File: config.mk
export PLATFORM = sky130hd
export DESIGN_NAME = counter_timer_low_flat
export DESIGN_NICKNAME = d
export VERILOG_FILES = /design/src/rtl/counter_timer_low_if.sv /design/src/rtl/counter_timer_low.sv /design/src/flat_wrapper.sv
export SDC_FILE = /design/constraint.sdc
export NUM_CORES = 1
export LEC_CHECK = 0
export CORE_ASPECT_RATIO = 0.8
export CORE_MARGIN = 4
export CORE_UTILIZATION = 52
export DETAILED_ROUTE_END_ITERATION = 7
export HOLD_SLACK_MARGIN = 0.02
export PLACE_DENSITY = 0.88
export SETUP_SLACK_MARGIN = 0.3
export SYNTH_ARGS = -nofsm -noshare
export SYNTH_HDL_FRONTEND = slang
export SYNTH_SLANG_ARGS = --single-unit
File: constraint.sdc
create_clock -name clkin -period 7.5 [get_ports clkin]
set_input_delay 1.5 -clock clkin [delete_from_list [all_inputs] [get_ports clkin]]
set_output_delay 1.5 -clock clkin [all_outputs]
set_load 0.005 [all_outputs]
File: src/rtl/counter_timer_low_if.sv
// Register bus of the low-word counter/timer: config, reset (terminal) value
// and current value, each with write strobes and read-back data.
interface counter_timer_low_if;
  logic        reg_cfg_we;
  logic [31:0] reg_cfg_di;
  logic [31:0] reg_cfg_do;
  logic [3:0]  reg_val_we;
  logic [31:0] reg_val_di;
  logic [31:0] reg_val_do;
  logic [3:0]  reg_dat_we;
  logic [31:0] reg_dat_di;
  logic [31:0] reg_dat_do;

  modport master (
    output reg_cfg_we, reg_cfg_di, reg_val_we, reg_val_di, reg_dat_we, reg_dat_di,
    input  reg_cfg_do, reg_val_do, reg_dat_do
  );

  modport slave (
    input  reg_cfg_we, reg_cfg_di, reg_val_we, reg_val_di, reg_dat_we, reg_dat_di,
    output reg_cfg_do, reg_val_do, reg_dat_do
  );
endinterface

File: src/rtl/counter_timer_low.sv
// Low 32-bit word of a chainable 64-bit counter/timer. Standalone it is a
// 32-bit up/down counter with oneshot/continuous modes; chained it strobes the
// high word on every wrap and takes the high word's stop/enable.
module counter_timer_low (
  input  logic              clkin,
  input  logic              resetn,
  counter_timer_low_if.slave bus,
  input  logic              enable_in,
  input  logic              stop_in,
  output logic              strobe,
  output logic              is_offset,
  output logic              stop_out,
  output logic              enable_out,
  output logic              irq_out
);
  logic        enable, oneshot, updown, chain, irq_ena;
  logic [31:0] value_reset, value_cur;
  logic        lastenable;
  logic [31:0] cur_next, cur_load, val_load;
  logic        stop_next, irq_next;
  logic        loc_enable, dat_write, at_limit, terminal, wraps;
  logic [31:0] start_val, limit_val, stepped;

  // Byte-lane merge of bus writes with the held register contents.
  for (genvar gi = 0; gi < 4; gi++) begin : g_lane
    assign cur_load[gi*8 +: 8] = bus.reg_dat_we[gi] ? bus.reg_dat_di[gi*8 +: 8] : value_cur[gi*8 +: 8];
    assign val_load[gi*8 +: 8] = bus.reg_val_we[gi] ? bus.reg_val_di[gi*8 +: 8] : value_reset[gi*8 +: 8];
  end

  // In chained mode the high word must also be enabled for the pair to run.
  assign loc_enable = chain ? (enable & enable_in) : enable;
  assign dat_write  = |bus.reg_dat_we;
  // Up counts run 0..value_reset, down counts run value_reset..0.
  assign start_val  = updown ? 32'd0 : value_reset;
  assign limit_val  = updown ? value_reset : 32'd0;
  assign at_limit   = (value_cur == limit_val);
  assign terminal   = stop_in & at_limit;
  assign stepped    = updown ? value_cur + 32'd1 : value_cur - 32'd1;
  assign wraps      = updown ? (value_cur == 32'hFFFF_FFFF) : (value_cur == 32'd0);

  // Strobe is combinational so the high word advances on the same edge the low word wraps.
  assign strobe     = chain & loc_enable & lastenable & ~dat_write & ~terminal & wraps;
  assign is_offset  = chain & updown & (value_cur == 32'hFFFF_FFFF);
  assign enable_out = enable;

  assign bus.reg_cfg_do = {27'd0, irq_ena, chain, updown, oneshot, enable};
  assign bus.reg_val_do = value_reset;
  assign bus.reg_dat_do = value_cur;

  // Next value/stop/irq: bus write first, then disable, start, and counting.
  always_comb begin
    cur_next  = dat_write ? cur_load : value_cur;
    stop_next = stop_out;
    irq_next  = irq_out;
    if (!dat_write) begin
      if (!loc_enable) begin
        stop_next = 1'b0;
      end else begin
        irq_next = irq_ena & stop_out;
        if (!lastenable) begin
          cur_next  = start_val;
          stop_next = 1'b0;
        end else if (!chain) begin
          if (at_limit) begin
            if (oneshot) begin
              stop_next = 1'b1;
            end else begin
              cur_next  = start_val;
              stop_next = 1'b0;
            end
          end else begin
            cur_next  = stepped;
            stop_next = (stepped == 32'd0);
          end
        end else if (terminal) begin
          // 64-bit terminal count: continuous mode flags it for one cycle only.
          stop_next = 1'b1;
          if (!oneshot) cur_next = start_val;
        end else begin
          cur_next = stepped;
          if (!oneshot) stop_next = 1'b0;
        end
      end
    end
  end

  // Config register; new settings apply from the following cycle.
  always_ff @(posedge clkin or negedge resetn) begin
    if (!resetn) begin
      {irq_ena, chain, updown, oneshot, enable} <= 5'd0;
    end else if (bus.reg_cfg_we) begin
      {irq_ena, chain, updown, oneshot, enable} <= bus.reg_cfg_di[4:0];
    end
  end

  // Counter state, terminal value and status flags.
  always_ff @(posedge clkin or negedge resetn) begin
    if (!resetn) begin
      value_reset <= 32'd0;
      value_cur   <= 32'd0;
      lastenable  <= 1'b0;
      stop_out    <= 1'b0;
      irq_out     <= 1'b0;
    end else begin
      value_reset <= val_load;
      value_cur   <= cur_next;
      lastenable  <= loc_enable;
      stop_out    <= stop_next;
      irq_out     <= irq_next;
    end
  end
endmodule

File: src/flat_wrapper.sv
// flat-port wrapper written by rule: the top's interface ports become plain ports
module counter_timer_low_flat 
  (clkin, resetn, enable_in, stop_in, strobe, is_offset, stop_out, enable_out, irq_out, bus_reg_cfg_we, bus_reg_cfg_di, bus_reg_val_we, bus_reg_val_di, bus_reg_dat_we, bus_reg_dat_di, bus_reg_cfg_do, bus_reg_val_do, bus_reg_dat_do);
  counter_timer_low_if bus_i ();
  input  logic clkin;
  input  logic resetn;
  input  logic enable_in;
  input  logic stop_in;
  output logic strobe;
  output logic is_offset;
  output logic stop_out;
  output logic enable_out;
  output logic irq_out;
  input wire logic [$bits(bus_i.reg_cfg_we)-1:0] bus_reg_cfg_we;
  input wire logic [$bits(bus_i.reg_cfg_di)-1:0] bus_reg_cfg_di;
  input wire logic [$bits(bus_i.reg_val_we)-1:0] bus_reg_val_we;
  input wire logic [$bits(bus_i.reg_val_di)-1:0] bus_reg_val_di;
  input wire logic [$bits(bus_i.reg_dat_we)-1:0] bus_reg_dat_we;
  input wire logic [$bits(bus_i.reg_dat_di)-1:0] bus_reg_dat_di;
  output wire logic [$bits(bus_i.reg_cfg_do)-1:0] bus_reg_cfg_do;
  output wire logic [$bits(bus_i.reg_val_do)-1:0] bus_reg_val_do;
  output wire logic [$bits(bus_i.reg_dat_do)-1:0] bus_reg_dat_do;
  assign bus_i.reg_cfg_we = bus_reg_cfg_we;
  assign bus_i.reg_cfg_di = bus_reg_cfg_di;
  assign bus_i.reg_val_we = bus_reg_val_we;
  assign bus_i.reg_val_di = bus_reg_val_di;
  assign bus_i.reg_dat_we = bus_reg_dat_we;
  assign bus_i.reg_dat_di = bus_reg_dat_di;
  assign bus_reg_cfg_do = bus_i.reg_cfg_do;
  assign bus_reg_val_do = bus_i.reg_val_do;
  assign bus_reg_dat_do = bus_i.reg_dat_do;
  counter_timer_low u_core (.clkin(clkin), .resetn(resetn), .bus(bus_i), .enable_in(enable_in), .stop_in(stop_in), .strobe(strobe), .is_offset(is_offset), .stop_out(stop_out), .enable_out(enable_out), .irq_out(irq_out));
endmodule
Word-level counts from Yosys, hierarchy flattened
Cells that the tools add are included.

Register bits after elaboration: 72. Input bits: 109. Output and inout bits: 101. Logic and storage cells: 59.

$add $sub $neg: 2. Equal/unequal tests: 3. Mux-type cells: 24. Bitwise gates (word level): 12. Reduce and logical (&&, ||, !) cells: 5.

Operators by type and width (number): 32-bit two-way mux (11); 32-bit logical NOT (2); 32-bit by 1-bit adder with 32-bit output (second input constant) (1); 32-bit equality test (1); 32-bit equality test (second input constant) (1); 8-bit two-way mux (4); 32-bit by 1-bit subtractor with 32-bit output (second input constant) (1); 1-bit bitwise AND (10); 1-bit two-way mux (9); 5-bit != test (second input constant) (1); 2-bit AND reduction (2); 4-bit OR reduction (1); 1-bit inverter (2).

Longest topological paths before layout
Gate-level depths: netlist (run 1).

Depth in word-level cells: 8. Gate-level depth with buffers: 15. Mapped depth without buffers: 12.

Least setup slack after synthesis (run 1)
No wires, ideal clock.

Path type: register to register. Start point: register u_core.updown. End point: register u_core.stop_out. Library setup time: 0.104 ns. Data arrival time: 4.745 ns. Data required time: 7.396 ns. Path slack: 2.652 ns. Stages on the path, launching flop included: 15. Buffers on the path: 2. Period minus slack after synthesis: 4.848 ns. Cell sequence: dfrtp_1 inv_1 clkbuf_1 clkbuf_1 ha_1 nor2b_1 o21a_1 or3_1 a2111oi_4 o2111ai_1 or4b_1 or4_1 nor4_2 nand4b_1 o41ai_2.

Longest elaborated chain between the ends: 7. Elaborated cells between the ends (all ways): 12. Those cells by class: eq/ne: 2; mux: 7; bitwise: 1; reduce/logical: 2.

RTL lines: start: declaration (line counter_timer_low.sv:16) `logic enable, oneshot, updown, chain, irq_ena;`; start signal: assignment (line counter_timer_low.sv:92) `{irq_ena, chain, updown, oneshot, enable} <= bus.reg_cfg_di[4:0];`; 32-bit two-way mux (line counter_timer_low.sv:35) `assign limit_val = updown ? value_reset : 32'd0;`; 32-bit equality test (line counter_timer_low.sv:36) `assign at_limit = (value_cur == limit_val);`; 1-bit bitwise AND (line counter_timer_low.sv:37) `assign terminal = stop_in & at_limit;`; 1-bit two-way mux (line counter_timer_low.sv:75) `end else if (terminal) begin`; 1-bit two-way mux (line counter_timer_low.sv:63) `end else if (!chain) begin`; 1-bit two-way mux (line counter_timer_low.sv:60) `if (!lastenable) begin`; 1-bit two-way mux (line counter_timer_low.sv:56) `if (!loc_enable) begin`; end signal: assignment (line counter_timer_low.sv:108) `stop_out <= stop_next;`; end: declaration (line counter_timer_low.sv:12) `output logic stop_out,`.

Several ways; a longest one is shown, not always the timed one. A chain may end at the register's enable or synchronous reset.

Worst setup path in the final report (run 1)
Start point: register u_core.updown. End point: output port strobe.

Longest elaborated chain between the ends: 6. Elaborated cells between the ends (all ways): 7. Those cells by class: eq/ne: 1; mux: 2; bitwise: 4.

RTL lines: 32-bit two-way mux (line counter_timer_low.sv:35); 32-bit equality test (line counter_timer_low.sv:36); 1-bit bitwise AND (line counter_timer_low.sv:37); 1-bit inverter (line counter_timer_low.sv:42) `assign strobe = chain & loc_enable & lastenable & ~dat_write & ~terminal & wraps;`; 1-bit bitwise AND (line counter_timer_low.sv:42); 1-bit bitwise AND (*) (line counter_timer_low.sv:42); end: declaration (line flat_wrapper.sv:9) `output logic strobe;`.

Mark *: on every way between the ends. The rest lies on a longest branch, timed or not.

==> out/summary.md, run 1 <==
The flow ran to the end, and the final reports show no timing, DRC or antenna violations. In this run the deepest clock path goes through 2 buffers. The number of vias per cell was 6.45; the via count of the first global-routing pass was 6,593. The run gives 4.23 ns as the worst endpoint data arrival time.

The synthesized area was 6780 um2; the largest net degree at the start of global routing was 73. The critical path required time was 6.00 ns; the initial standard-cell utilization of the core was 52.9%. Hold timing on the final database bottoms out at a slack of 0.501 ns. The layout-stage area growth over the synthesis result works out to 26.1%. The first global-routing pass estimated 36,900 um of wire. The first detailed-routing pass ran for 6 iterations. For this run, the post-layout net count is 1,086. The number of standard cells after synthesis is 824, and the count of nets left with antenna violations after detail routing is 0. The worst hold endpoint was u_core.irq_out.

The tools report the total clock buffers created by CTS as 9. In this run the critical register-to-register path is captured at u_core.stop_out. The start-to-end type of the worst setup path is reg2out. In this run the most critical hold path is launched from u_core.irq_out. Along the worst path, the maximum fanout reaches 61. The quantity of I/O buffers inserted on ports works out to 155.

Pin placement for this block handled 210 I/O pins. The filler cell count in the final layout is 1,093. The depth of the worst register-to-register path was 13; the proportion of synthesized flip-flops having asynchronous set or reset was 100%. Portion of synthesized cell area occupied by the leading cell type: 26.6%. In the final layout, the share of cells above drive strength 1 is 7.16%. Summing over every cut layer, the via total after detailed routing is 7,252. The routed wire length per instance came out at 21.6 um. The tools report the placed wire-length estimate as 18,100 um. The top cell types in the final layout, fill and taps aside, are sky130_fd_sc_hd__clkdlybuf4s50_1, sky130_fd_sc_hd__nand2_1, sky130_fd_sc_hd__dfrtp_1. The worst pin sits at a relative slew slack of 25.2%. The critical path startpoint category is a flip-flop. For this run the aggregate overflow at the end of global routing stands at 0. Source of the worst register-to-register timing path: u_core.updown. The yosys synthesis warning count came out at 0.

TritonCTS built the clock tree. The final max-slew violation count was 0. Once layout is complete, the cells apart from fillers number 1,125. Setup repair after global routing left no endpoint under its margin. The number of failing hold endpoints at the final stage is 0, and the highest clock rate is 174 MHz. In this run, post-CTS repair resized a total of 0 instances. The tools report the total routed wirelength as 24,300 um. For the count of distinct cell types in the synthesized netlist, the log shows 67. By area the synthesized netlist is led by sky130_fd_sc_hd__dfrtp_1, sky130_fd_sc_hd__nand2_1, sky130_fd_sc_hd__mux2i_1.

The type of the worst min-delay path is reg2reg. In this run the mean area of a mapped cell was 8.23 um2. The later-pin clock latency in the skew report was 0.33 ns; the fraction of the yosys area taken by sequential cells was 26.6%. The number of enable flip-flop cells after synthesis was 0; the number of setup buffers added after CTS was 0. Across the run, the number of max-cap violations was 0.

The die span in y is 110 um, and the die outline area is 14,900 um2. STA classifies the critical path endpoint as a primary output. The slew at the pin closest to its max-slew limit is 1.12 ns, and the time the worst path needs with I/O delays and setup is 5.73 ns. The run gives 0 as the number of remaining DRC errors.

The clock arrives with 0.0107 ns of skew. The power per cell area was 203 nW/um2; the number of rows created at floorplan was 37. The tools report the worst-case vdd ir drop as 0.151 mV.

The leakage power was 3.58 nW; the cell depth of the worst hold path was 2. The TritonCTS sink count was 72; the total of hold buffers inserted after clock tree synthesis was 0. Across every metal layer, demand over resource in global routing totals 31.7%. The first routing iteration left 876 violations. The repair_antennas step left the layout with diodes totalling 0. In the final timing run, aggregate negative setup slack is 0 ns. The final critical path takes up 76.4% of the cycle. In this run, synthesis produced a sequential element count of 72. Routability-driven placement finished with a final weighted congestion of 0.965.

The buffer cell driving the clock tree root was sky130_fd_sc_hd__clkbuf_16. Most used flip-flop cell after synthesis: sky130_fd_sc_hd__dfrtp_1. Leaving out fill and tap cells, the most frequent cell in the layout is sky130_fd_sc_hd__clkdlybuf4s50_1. Clock-pin slew was measured on the worst setup and hold paths at 0.07 ns.

The die span in x was 136 um. The H-tree was split into 3 levels. The biggest area contributor in the post-synthesis netlist is sky130_fd_sc_hd__dfrtp_1.

For flop-to-flop paths, the worst setup slack is 2.09 ns. The logs give 12,800 um2 for the area inside the core boundary and 1,109 for the placed instance count. Setup violations remaining at the end of the flow were counted as 0.

Number of antenna violations at the first check in global routing: 0.
## worst max-delay path by stage
stage | start | endpoint | slack [ns] | cells past startpoint
floorplan | u_core.updown | u_core.stop_out | 2.65 | 14
global placement | bus_reg_dat_we[0] | u_core.stop_out | 2.10 | 11
detailed placement | bus_reg_dat_we[0] | u_core.stop_out | 2.07 | 11
CTS | u_core.updown | strobe | 1.87 | 10
global route | u_core.updown | strobe | 1.56 | 10
finish | u_core.updown | strobe | 1.77 | 10
## Yosys cell counts (all sizes together), types with 10 or more instances
cell type	instances
a21oi	51
a221o	24
a31oi	11
and3	10
buf	39
clkbuf	40
dfrtp	72
ha	31
inv	23
mux2	34
mux2i	43
nand2	115
nand3	26
nand4	16
nor2	32
nor2b	16
nor3	11
nor4	12
o21ai	74
xnor2	21
xor2	15
## flip-flops by register name, summed over array words and instances, names as in the netlist
signal	cells
u_core.bus.reg_dat_do	32
u_core.oneshot	1
u_core.bus.reg_val_do	32
u_core.chain	1
u_core.irq_ena	1
u_core.lastenable	1
u_core.irq_out	1
u_core.updown	1
u_core.enable_out	1
u_core.stop_out	1
## per-stage QoR
stage	total power, mW	setup slack (ns)	area, um2	util, %
2_1_floorplan	1.01	2.65	6880	-
3_3_place_gp	1.29	2.10	8280	64.5
3_5_place_dp	1.31	2.07	8280	64.5
4_1_cts	1.71	1.87	8550	66.7
5_1_grt	1.83	1.56	8550	66.7
6_report	1.74	1.77	8550	66.7
## report_power, final
group          leakage (nW)  internal (mW)  switching [mW]  total [mW]
Sequential            0.852          0.429           0.105       0.534
Clock                 0.129          0.226           0.184       0.409
Combinational          2.60          0.356           0.441       0.797
Total                  3.58           1.01           0.729        1.74
## critical path: stages, from the launching register on
cell                              delay (ns)
sky130_fd_sc_hd__dfrtp_1                1.09
sky130_fd_sc_hd__clkinv_1               0.27
sky130_fd_sc_hd__buf_4                  0.42
sky130_fd_sc_hd__a211o_1                0.32
sky130_fd_sc_hd__a22o_1                 0.23
sky130_fd_sc_hd__nor4_1                 0.31
sky130_fd_sc_hd__nand4_1                0.27
sky130_fd_sc_hd__o21bai_4               0.27
sky130_fd_sc_hd__nand2_1                0.15
sky130_fd_sc_hd__a2111oi_0              0.09
sky130_fd_sc_hd__clkdlybuf4s50_1        0.47
## layer usage
| layer | global-route usage [%] | wire length (um) | up-vias |
|---|---|---|---|
| li1 | - | - | 3257 |
| met1 | 45.0 | 9980 | 3416 |
| met2 | 48.1 | 10500 | 524 |
| met3 | 8.30 | 3310 | 55 |
| met4 | 8.49 | 532 | 0 |
| met5 | 0 | 0 | - |
## final cells by class
class / instances / area, um2 / share of cell area, %
clock buffers: 10 / 229 / 2.68
clock inverters: 6 / 42.5 / 0.498
inverters: 23 / 86.3 / 1.01
multi-input cells: 676 / 4560 / 53.4
flip-flops and latches: 72 / 1800 / 21.1
well taps: 175 / 219 / 2.56
repair buffers: 163 / 1610 / 18.8
## kinds of logic (layout without fill, tap and decap cells)
group                      after synthesis  after routing  synth area share [%]
buffers and inverters                  102            202                  7.71
other                                    1             27                0.0553
DFF                                     72             72                  26.6
and+or+nand+nor                        266            266                  19.5
AOI/OAI and AO/OA                      238            238                  23.5
adders and majority gates               32             32                  6.02
xor gates and xnor gates                36             36                  4.65
muxes                                   77             77                  12.0
No activity file was read; power rests on OpenSTA's default activity.
==> inputs of run 2 (changes only) <==
CORE_UTILIZATION = 48   (was 52)
PLACE_DENSITY = 0.82   (was 0.88)
clock period = 5.79 ns   (was 7.5 ns; I/O delays follow)
==> run 2 against run 1 <==
  * Routed wire length up 1.2%
  * Worst setup slack worse by 0.53 ns
  * Sequential share of layout area down 0.23 points
  * Register-to-register slack worse by 0.70 ns
  * Core utilization down 3.5 points
  * Cell count up 0.98%
  * Combinational power up 30%
  * Sequential cell count unchanged
  * Clock skew down 0.00078 ns
  * Die area up 7.8%
  * Critical path depth down 1
  * Largest cell class unchanged
==> out/summary.md, run 2 (synthesis results as in run 1) <==
The number of vias per cell came out at 6.36 (-1.4%). Slew at the pin closest to its max-slew limit: 0.947 ns (-0.175 ns). Layout-stage area growth over the synthesis result: 27.5%.

Buffer cell driving the clock tree root: sky130_fd_sc_hd__clkbuf_16. The power per cell area was 267 nW/um2 (+31%). The number of rows created at floorplan was 38 (+2.7%).

The die span in y is 114 um (+3.8%), and the count of nets left with antenna violations after detail routing is 0 (unchanged). The tools report the worst-case vdd ir drop as 0.202 mV (+34%). For the number of remaining DRC errors, the log shows 0 (unchanged). The tools report the area inside the core boundary as 13,700 um2 (+6.8%). The run gives 72 (-1.4%) as the largest net degree at the start of global routing.

The worst endpoint data arrival time was 3.40 ns (-0.83 ns). The final max-slew violation count is 0 (unchanged), and the cell depth of the worst hold path is 2 (unchanged). The highest fanout seen on the critical path was 7 (-89%); the number of failing hold endpoints at the final stage was 0 (unchanged). The tools report the number of antenna violations at the first check in global routing as 0 (unchanged).

The clock-pin slew of the registers on the worst-case setup and hold paths is 0.06 ns (about the same). The total negative slack was 0 ns (unchanged); the die span in x was 141 um (+3.8%). The worst relative slew slack came out at 36.9% (+12 points).

The worst setup path is captured at a primary output. Total via count in the routed design: 7,224 (-0.39%). The flow ran to the end, and the final reports show no timing, DRC or antenna violations. The tools report the number of setup buffers added after CTS as 0 (unchanged).

The highest clock rate is 220 MHz. The routed wire length per instance is 21.7 um (+0.22%), and the non-filler instance count after layout is 1,136 (+0.98%). Setup repair after global routing left no endpoint under its margin. The final worst slack was 1.23 ns (-0.533 ns); the total of hold buffers inserted after clock tree synthesis was 0 (unchanged). Leaving out fill and tap cells, the most frequent cells in the layout are sky130_fd_sc_hd__clkdlybuf4s50_1, sky130_fd_sc_hd__nand2_1, sky130_fd_sc_hd__dfrtp_1.

The setup-violating endpoint count in the final report came out at 0 (unchanged). The run gives 6,633 (+0.61%) as the via count of the first global-routing pass. The TritonCTS sink count is 72 (unchanged), and the share of the clock period used by the worst path is 78.7%. The filler cell count in the final layout came out at 1,220 (+12%). The initial standard-cell utilization of the core came out at 49.5% (-3.4 points). The tools report the placed wire-length estimate as 18,400 um (+1.8%). The die outline area is 16,100 um2 (+7.8%), and the max-capacitance violation count is 0 (unchanged). The top-level port count is 210 (unchanged), and the total power is 2.31 mW (+33%). The violation count after the first detailed-routing iteration is 904 (+3.2%). Later-pin clock latency in the skew report: 0.35 ns (+0.02 ns). The count of cells resized by post-cts repair was 0 (unchanged).

The quantity of I/O buffers inserted on ports was 155 (unchanged); the total routed wirelength was 24,600 um (+1.2%). The run gives 2 (unchanged) as the maximum buffer depth of the clock tree. The worst setup path is launched from a flip-flop. The run gives 0.00989 ns (-0.000781 ns) as the worst setup skew after layout. By startpoint and endpoint, the worst setup path is classified as reg2out. The type of the worst min-delay path is reg2reg. The weighted congestion reported at the end of routability-driven placement was 0.993 (+2.9%). TritonCTS built the clock tree.

The overflow left after global routing came out at 0 (unchanged). The worst path needs 4.56 ns of the cycle, external delays included. The run gives 3.63 nW (+1.5%) as the leakage power.

The total clock buffers created by CTS is 9 (unchanged). The most common cell after layout, fill and taps aside is sky130_fd_sc_hd__clkdlybuf4s50_1. The number of H-tree levels is 3 (unchanged).

The run gives 4.63 ns (-1.37 ns) as the critical path required time. The global routing usage summed across all routing layers is 29.8% (-1.9 points), and the number of iterations in the first detailed-routing pass is 7 (+1). The placed instance count came out at 1,121 (+1.1%).

Fraction of final layout cells with drive strength greater than 1: 7.74% (+0.58 points). The depth of the worst register-to-register path came out at 13 (unchanged). The run gives 1.13 ns (-0.939 ns) as the worst setup slack before clock tree synthesis. The wire length of the first global-routing pass came out at 37,500 um (+1.5%). The total inserted antenna cells was 0 (unchanged); the final layout net count was 1,093 (+0.64%).
## run 2: cell count changes in the layout (fill, tap and decap cells not counted)
| cell | before | now |
|---|---|---|
| sky130_fd_sc_hd__buf_4 | 8 | 15 |
| sky130_fd_sc_hd__bufinv_16 | 0 | 1 |
| sky130_fd_sc_hd__clkbuf_8 | 0 | 3 |
| sky130_fd_sc_hd__clkinv_2 | 2 | 0 |
| sky130_fd_sc_hd__clkinvlp_4 | 2 | 1 |
| sky130_fd_sc_hd__inv_6 | 2 | 0 |
## run 2: critical path, cell delays in order, from the launching register on
cell,delay [ns]
sky130_fd_sc_hd__dfrtp_1,0.60
sky130_fd_sc_hd__nor2b_1,0.09
sky130_fd_sc_hd__a2111oi_0,0.43
sky130_fd_sc_hd__nand4_1,0.17
sky130_fd_sc_hd__a2111oi_0,0.43
sky130_fd_sc_hd__nand4_1,0.30
sky130_fd_sc_hd__o21bai_4,0.26
sky130_fd_sc_hd__nand2_1,0.17
sky130_fd_sc_hd__a2111oi_0,0.11
sky130_fd_sc_hd__clkdlybuf4s50_1,0.49
## run 2: worst paths after layout
kind	from	end	slack (ns)
min reg2reg	u_core.irq_out	u_core.irq_out	0.48
max in group asynchronous	resetn	u_core.irq_out	4.12
max reg2reg	u_core.updown	u_core.stop_out	1.39
max	u_core.bus.reg_dat_do[14]	strobe	1.23
min	u_core.irq_out	u_core.irq_out	0.48
min in group asynchronous	resetn	u_core.bus.reg_val_do[24]	0.59
## run 2: cell type report
type,instances,area [um2],share of cell area [%]
clock buffers,13,270,3.13
clock inverters,2,37.5,0.434
inverters,23,86.3,0.999
multi-input cells,676,4560,52.8
flip-flops and latches,72,1800,20.8
well taps,180,225,2.61
repair buffers,170,1660,19.2
## run 2: metrics by stage
step           hold slack [ns]  area [um2]  util [%]
5_1_grt                  0.514        8640      63.1
4_1_cts                  0.477        8640      63.1
3_5_place_dp             0.464        8340      60.9
6_report                 0.476        8640      63.1
3_3_place_gp             0.454        8340      60.9
2_1_floorplan            0.463        6880         -
## run 2: power by group
group	internal, mW	switching [mW]
registers	0.556	0.131
logic	0.466	0.574
clock network	0.367	0.218
## run 2: metal layers
metal,global-route usage (%),vias to the layer above,wire length (um)
li1,-,3278,-
met1,43.1,3402,10500
met2,44.7,500,10600
met3,6.18,44,2990
met4,9.49,0,572
met5,0,-,0
